`src/rtl/cong_detector_if.sv`:
```
// Sensor and status bundle between the loop front end and its consumers.
// The detector takes the slave view; the traffic-light side or bench takes master.
interface cong_detector_if;
  logic       veh_raw;
  logic       cong;
  logic       veh_det;
  logic [3:0] arrivals;
  logic [1:0] det_state;

  modport master (
    output veh_raw,
    input  cong,
    input  veh_det,
    input  arrivals,
    input  det_state
  );

  modport slave (
    input  veh_raw,
    output cong,
    output veh_det,
    output arrivals,
    output det_state
  );
endinterface

```
`src/rtl/cong_detector.sv`:
```
// Side-road congestion detector: synchronizes and debounces the vehicle loop,
// counts arrivals per fixed window, and raises a held, registered cong flag.
//
// state   | meaning
// IDLE    | no congestion, watching presence time and arrival rate
// CONG    | congestion asserted, minimum hold time running
// RELEASE | hold satisfied and road clear, waiting for OFF_TIME of absence
module cong_detector #(
  parameter int DEB_CYC  = 2,
  parameter int ON_TIME  = 5,
  parameter int OFF_TIME = 3,
  parameter int WIN_LEN  = 30,
  parameter int ARR_TH   = 4,
  parameter int MIN_HOLD = 10
) (
  input  logic            clk,
  input  logic            rst_n,
  cong_detector_if.slave  bus
);

  localparam int DW = $clog2(DEB_CYC + 1);
  localparam int PW = $clog2(ON_TIME + 1);
  localparam int AW = $clog2(OFF_TIME + 1);
  localparam int WW = $clog2(WIN_LEN + 1);
  localparam int HW = $clog2(MIN_HOLD + 1);

  typedef enum logic [1:0] {
    IDLE    = 2'b00,
    CONG    = 2'b01,
    RELEASE = 2'b10
  } state_t;

  logic          s1, s2;
  logic          veh_det;
  logic [DW-1:0] deb_cnt;
  logic          det_q;
  logic          arr_p;
  logic [WW-1:0] win_cnt;
  logic [3:0]    arrivals;
  logic [PW-1:0] pres_cnt;
  logic [AW-1:0] abs_cnt;
  logic [HW-1:0] hold_cnt;
  state_t        state;
  logic          cong;

  // Two-flop synchronizer for the asynchronous loop sensor.
  always_ff @(posedge clk or negedge rst_n) begin
    if (!rst_n) begin
      s1 <= 1'b0;
      s2 <= 1'b0;
    end else begin
      s1 <= bus.veh_raw;
      s2 <= s1;
    end
  end

  // Debounce: a change is accepted only after persisting DEB_CYC edges.
  always_ff @(posedge clk or negedge rst_n) begin
    if (!rst_n) begin
      veh_det <= 1'b0;
      deb_cnt <= '0;
    end else if (s2 == veh_det) begin
      deb_cnt <= '0;
    end else if (deb_cnt == DW'(DEB_CYC - 1)) begin
      veh_det <= s2;
      deb_cnt <= '0;
    end else begin
      deb_cnt <= deb_cnt + 1'b1;
    end
  end

  // Arrival pulse one edge after a rising debounced presence.
  always_ff @(posedge clk or negedge rst_n) begin
    if (!rst_n) begin
      det_q <= 1'b0;
      arr_p <= 1'b0;
    end else begin
      det_q <= veh_det;
      arr_p <= veh_det & ~det_q;
    end
  end

  // Free-running window; an arrival on the wrap edge belongs to the new window.
  always_ff @(posedge clk or negedge rst_n) begin
    if (!rst_n) begin
      win_cnt  <= '0;
      arrivals <= 4'd0;
    end else if (win_cnt == WW'(WIN_LEN - 1)) begin
      win_cnt  <= '0;
      arrivals <= {3'b000, arr_p};
    end else begin
      win_cnt <= win_cnt + 1'b1;
      if (arr_p && (arrivals != 4'hf))
        arrivals <= arrivals + 4'd1;
    end
  end

  // Saturating presence and absence run-length counters.
  always_ff @(posedge clk or negedge rst_n) begin
    if (!rst_n) begin
      pres_cnt <= '0;
      abs_cnt  <= '0;
    end else if (veh_det) begin
      abs_cnt <= '0;
      if (pres_cnt != PW'(ON_TIME))
        pres_cnt <= pres_cnt + 1'b1;
    end else begin
      pres_cnt <= '0;
      if (abs_cnt != AW'(OFF_TIME))
        abs_cnt <= abs_cnt + 1'b1;
    end
  end

  // Congestion FSM with registered cong flag and minimum hold timer.
  always_ff @(posedge clk or negedge rst_n) begin
    if (!rst_n) begin
      state    <= IDLE;
      cong     <= 1'b0;
      hold_cnt <= '0;
    end else begin
      case (state)
        IDLE: begin
          if ((pres_cnt == PW'(ON_TIME)) || (arrivals >= 4'(ARR_TH))) begin
            state    <= CONG;
            cong     <= 1'b1;
            hold_cnt <= '0;
          end
        end
        CONG: begin
          if (hold_cnt != HW'(MIN_HOLD))
            hold_cnt <= hold_cnt + 1'b1;
          if ((hold_cnt == HW'(MIN_HOLD)) && !veh_det)
            state <= RELEASE;
        end
        RELEASE: begin
          // Returning traffic wins over an expiring absence timer.
          if (veh_det) begin
            state <= CONG;
          end else if (abs_cnt == AW'(OFF_TIME)) begin
            state <= IDLE;
            cong  <= 1'b0;
          end
        end
        default: begin
          state <= IDLE;
          cong  <= 1'b0;
        end
      endcase
    end
  end

  assign bus.cong      = cong;
  assign bus.veh_det   = veh_det;
  assign bus.arrivals  = arrivals;
  assign bus.det_state = state;

endmodule

```
`src/flat_wrapper.sv`:
```
// flat-port wrapper written by rule: the top's interface ports become plain ports
module cong_detector_flat 
#(
  parameter int DEB_CYC  = 2,
  parameter int ON_TIME  = 5,
  parameter int OFF_TIME = 3,
  parameter int WIN_LEN  = 30,
  parameter int ARR_TH   = 4,
  parameter int MIN_HOLD = 10
)
  (clk, rst_n, bus_veh_raw, bus_cong, bus_veh_det, bus_arrivals, bus_det_state);
  cong_detector_if bus_i ();
  input  logic clk;
  input  logic rst_n;
  input wire logic [$bits(bus_i.veh_raw)-1:0] bus_veh_raw;
  output wire logic [$bits(bus_i.cong)-1:0] bus_cong;
  output wire logic [$bits(bus_i.veh_det)-1:0] bus_veh_det;
  output wire logic [$bits(bus_i.arrivals)-1:0] bus_arrivals;
  output wire logic [$bits(bus_i.det_state)-1:0] bus_det_state;
  assign bus_i.veh_raw = bus_veh_raw;
  assign bus_cong = bus_i.cong;
  assign bus_veh_det = bus_i.veh_det;
  assign bus_arrivals = bus_i.arrivals;
  assign bus_det_state = bus_i.det_state;
  cong_detector #(.DEB_CYC(DEB_CYC), .ON_TIME(ON_TIME), .OFF_TIME(OFF_TIME), .WIN_LEN(WIN_LEN), .ARR_TH(ARR_TH), .MIN_HOLD(MIN_HOLD)) u_core (.clk(clk), .rst_n(rst_n), .bus(bus_i));
endmodule
```
`config.mk`:
```
export PLATFORM = sky130hd
export DESIGN_NAME = cong_detector_flat
export DESIGN_NICKNAME = d
export VERILOG_FILES = /design/src/rtl/cong_detector_if.sv /design/src/rtl/cong_detector.sv /design/src/flat_wrapper.sv
export SDC_FILE = /design/constraint.sdc
export NUM_CORES = 1
export LEC_CHECK = 0
export ABC_AREA = 1
export CAP_MARGIN = 20
export CORE_AREA = 2 2 53 55
export CTS_CLUSTER_DIAMETER = 40
export DETAILED_ROUTE_END_ITERATION = 12
export DIE_AREA = 0 0 55 57
export GPL_TIMING_DRIVEN = 0
export PLACE_DENSITY = 0.73
export SETUP_SLACK_MARGIN = 0.4
export SYNTH_ARGS = -nofsm -noshare
export SYNTH_HDL_FRONTEND = slang
export SYNTH_SLANG_ARGS = --single-unit
```
`constraint.sdc`:
```
create_clock -name clk -period 2 [get_ports clk]
set_clock_uncertainty 0.1 [all_clocks]
set_input_delay 0.3 -clock clk [delete_from_list [all_inputs] [get_ports clk]]
set_output_delay 0.3 -clock clk [all_outputs]
set_load 0.01 [all_outputs]
```
; Word-level counts from Yosys, hierarchy flattened
; Cells that the tools add are included.
; Widths: inputs -> output; s select.
[op_classes]
add_sub_neg = 6
order_cmp = 1
eq_ne = 19
n_mux = 21
n_bitwise = 4
n_reduce_logical = 12
[op_table]
columns = op, n
row1 = $mux 2, 8
row2 = $mux 4, 4
row3 = $add 4x1->4 const B, 2
row4 = $ne 2x1->1 const B, 4
row5 = $ne 4x4->1 const B, 2
row6 = $pmux 4 s2, 1
row7 = $mux 3, 2
row8 = $ne 2x2->1 const B, 3
row9 = $pmux 2 s3, 1
row10 = $reduce_and 3->1, 2
row11 = $reduce_bool 2->1, 3
row12 = $add 5x1->5 const B, 1
row13 = $eq 5x5->1 const B, 1
row14 = $mux 5, 1
row15 = $add 2x1->2 const B, 2
row16 = $eq 2x1->1 const B, 2
row17 = $eq 2x2->1 const B, 2
row18 = $eq 4x4->1 const B, 1
row19 = $ge 4x3->1 const B, 1
row20 = $reduce_and 4->1, 1
row21 = $add 3x1->3 const B, 1
row22 = $eq 3x3->1 const B, 1
row23 = $mux 1, 3
row24 = $ne 3x1->1 const B, 1
row25 = other kinds (10), 13
[word_totals]
register_bits = 28
inputBits = 3
elab_cells = 76

; Logic depth before layout (Yosys ltp)
[depth]
ltp_word = 4
mapped_depth = 9
depth_no_buf = 9

; Worst setup path after synthesis
; OpenSTA, ideal clock, no wires.
[synth_path]
path_type = register -> register
from = reg u_core.pres_cnt[0]
to = reg u_core.hold_cnt[2]
setup_ns = 0.121
arrival_time_ns = 1.067
required_time_ns = 1.779
slack_ns = 0.712
path_stages_with_launch = 8
path_buffers = 0
cell_sequence = dfrtp_1 > ha_1 > nand2_1 > nand2_1 > nand2_1 > nand2_1 > nand2_1 > o21ai_1
[synth_between]
elab_chain_cells = 4
[synth_lines]
columns = element, line
row1 = "start, declared", cong_detector.sv:40  ; logic [PW-1:0] pres_cnt;
row2 = "start signal, assigned", cong_detector.sv:106  ; pres_cnt <= pres_cnt + 1'b1;
row3 = $eq 3x3->1, cong_detector.sv:123  ; if ((pres_cnt == PW'(ON_TIME)) || (arrivals >= 4'(ARR_TH))) begin
row4 = $logic_or 1x1->1, cong_detector.sv:123
row5 = $ne 2x1->1 (no line), --
row6 = $reduce_and 3->1 (no line), --
row7 = "end signal, assigned", cong_detector.sv:131  ; hold_cnt <= hold_cnt + 1'b1;
row8 = "end, declared", cong_detector.sv:42  ; logic [HW-1:0] hold_cnt;
; No other way between the ends.
; A chain may end at the register's enable or synchronous reset.

; Worst setup path in the final report
; Ends and elaborated chain as after synthesis.

==> summary.txt <==
Outcome
  – Status: completed

Synthesis
  – Synthesized area: 1334 µm²
  – Net Count, Synth: 159
  – Most used DFF post-synth: dfrtp_1
  – Distinct cell type count after synthesis: 21
  – Top area cells in the synthesized netlist: dfrtp_1 53%, nand2_1 9.3%, ha_1 7.5%, nand3_1 5.6%, inv_1 4.2%
  – Syn_area_per_cell: 9.012 µm²
  – Post-synth EDFFs: 0
  – Cell taking the most area after synthesis: dfrtp_1
  – Flops & latches, synth: 28
  – Yosys Warn Count: 0
  – Async S/R FF share, synth: 100.0%
  – Area share of the largest cell type after synthesis: 52.53%
  – Sequential fraction of the synthesis area: 52.53%
  – Synth Instances: 148

Critical path
  – CP most frequent cell: nand2_1
  – Worst Path Buf+Inv: 0
  – Worst EP required: 2.12 ns
  – Largest stage delay on the critical path: 0.45 ns
  – Crit-path max FO: 5
  – Critical Path End Type: flip-flop
  – Critical path startpoint category: flip-flop
  – Worst path slowest cell: dfrtp_1
  – CP top delay family: simple AND/OR/NAND/NOR gates
  – Worst-path cell chain: ha_1 -> nand2_1 -> nand2_1 -> nand2_1 -> nand2_1 -> nand2_1 -> o21ai_1
  – CP arrival: 1.58 ns
  – Kind of critical path: reg -> reg

Place
  – Setup WS pre-CTS: 0.5609 ns
  – HPWL Detailed: 1.833 mm
  – Area after DPL: 1500 µm²
  – RePlAce Congestion: 0.6521
  – PortBufs: 10

Final layout
  – Most frequent cells in the layout: 33 x nand2_1, 27 x dfrtp_1, 15 x inv_1, 15 x nand3_1, 14 x nor2_1
  – N_diodes: 0
  – Final nets: 182
  – Leading cell type in the layout, fill and taps excluded: nand2_1
  – Synth-to-layout area growth: 18.76%
  – Layout cells sized above 1: 12.94%
  – Register area: 701.9 µm²
  – Multi-input logic area: 558.0 µm²
  – Fin area: 1584 µm²
  – Fill cells: 235

Global route
  – GR Overflow Total: 0
  – Number of global-route vias before repair: 1064
  – Initial antenna violation count: 0
  – Total track usage: 18.18%
  – Largest net degree at the start of global routing: 20
  – First-pass GRT wire length: 4.195 mm

Power and ir drop
  – P_leak: 0.8485 nW
  – Internal: 1.277 mW
  – Comb pwr share: 45.2%
  – Pwr Density: 1338 nW/µm²
  – Sequential cell fraction of total power: 42.2%
  – Sw frac: 39.73%
  – Sw power: 0.8421 mW
  – Clock power share: 12.6%
  – VDD IR max: 853.6 µV

Run
  – Reported max-cap violation count: 0

Die
  – Die height: 57 µm
  – Starting Density: 51.00%
  – Cell row count: 19
  – Core footprint: 2615 µm²
  – Die Wd: 55 µm
  – Die ar.: 3135 µm²
  – I/O pin total: 11

Clocking
  – Clock sink count: 28
  – # hold bufs at CTS: 0
  – CTS root buffer: clkbuf_4
  – Clk_lat worst skew: 0.31 ns
  – CTS tree: built
  – Max clock buf depth: 2
  – CTS H-tree depth: 1
  – Clock transition at the registers of the reported paths: 0.15 ns
  – TritonCTS Buffers: 3

STA
  – Slew @ Worst Pin: 0.5930 ns
  – Final setup vio count: 0
  – Setup TNS: 0 ns
  – Worst setup margin: 0.5400 ns
  – Tmin final: 1.460 ns
  – RSZ-0062 raised after global routing: no
  – Hold Vio Cnt, Final: 0
  – Slew headroom: 60.34%
  – Slew Limit Fails: 0
  – Period utilisation layout: 73.00%
  – Max frequency: 0.6849 GHz

Detailed routing
  – DRC: 0
  – Starting DRT DRC Count: 15
  – Drt pass-1 iters: 4
  – Final ANT Viol Nets: 0
  – WL/cell: 12.09 µm
  – WL final: 2.431 mm
  – Vias per inst: 5.204
  – Via count: 1046

Min path
  – Worst min-delay path category: in -> async
[registers in the layout, summed over array words and instances (netlist names), 2 cells and up]
| register | flops |
|---|---|
| u_core.bus.arrivals | 4 |
| u_core.win_cnt | 5 |
| u_core.abs_cnt | 2 |
| u_core.pres_cnt | 3 |
| u_core.hold_cnt | 4 |
| u_core.deb_cnt | 2 |
| u_core.bus.det_state | 2 |
[final timing paths]
check                              startpoint                endpoint  slack (ns)  cells past startpoint
setup / recovery           u_core.pres_cnt[0]      u_core.hold_cnt[2]        0.54                      7
hold / removal                          rst_n  u_core.bus.arrivals[0]        0.24                      1
setup reg to reg           u_core.pres_cnt[0]      u_core.hold_cnt[2]        0.54                      7
hold reg to reg                     u_core.s1               u_core.s2        0.27                      0
max in group asynchronous               rst_n      u_core.bus.veh_det        1.07                      2
min in group clk                    u_core.s1               u_core.s2        0.27                      0
[kinds of logic after synthesis]
family | share of synthesized area, %
compound gates | 5.723
xor+xnor | 3.284
fa+ha+maj | 7.505
buf+inv | 5.628
flops | 52.53
simple gates | 25.33
[power groups by stage]
| stage | sequential [mW] | clock [mW] | combinational [mW] |
|---|---|---|---|
| 2_1_floorplan | 0.947 | 0 | 0.537 |
| 3_3_place_gp | 0.937 | 0 | 0.813 |
| 3_5_place_dp | 0.956 | 0 | 0.858 |
| 4_1_cts | 0.894 | 0.278 | 0.966 |
| 5_1_grt | 0.917 | 0.301 | 1.10 |
| 6_report | 0.894 | 0.268 | 0.957 |
[synth_stat cells (2+ instances only)]
library cell  instances
nor2_1               14
xor2_1                2
o21ai_0               8
inv_2                 2
xnor2_1               3
nand2_1              33
nand2_2               3
nand4_1               3
o21ai_1               2
a21oi_1               4
nand3_1              15
nor3_1                2
inv_1                15
dfrtp_1              28
ha_1                  8
[timing repair]
item,4_1_cts,5_1_grt
resized for setup,8,1
cloned,0,0
setup buffers,7,0
endpoints found under the setup margin,8,1
pin swaps,0,0
[stage by stage]
| step | hold WS, ns | util, % | std cells | power [mW] |
|---|---|---|---|---|
| after floorplan | -0.09559 | - | 148 | 1.485 |
| after global placement | 0.2347 | 56.32 | 189 | 1.751 |
| after detailed placement | 0.2411 | 57.37 | 190 | 1.814 |
| after CTS | 0.2492 | 60.48 | 201 | 2.137 |
| after global routing | 0.2667 | 60.57 | 201 | 2.317 |
| final | 0.2382 | 60.57 | 201 | 2.119 |
[per-layer routing]
metal  global-route usage [%]  wire (µm)
met1                    21.77       1042
met4                    7.317         40
met2                    31.80       1256
met3                    2.618         91
met5                        0          0
[area by class of cell]
cell class / count / area share, %
tap: 31 / 2.449
inverter: 18 / 4.423
multi-input combinational: 101 / 35.23
sequential: 28 / 44.31
timing repair buffer: 18 / 10.98
clock buffer: 4 / 2.291
buffer: 1 / 0.3160
No activity file was read; power rests on OpenSTA's default activity.
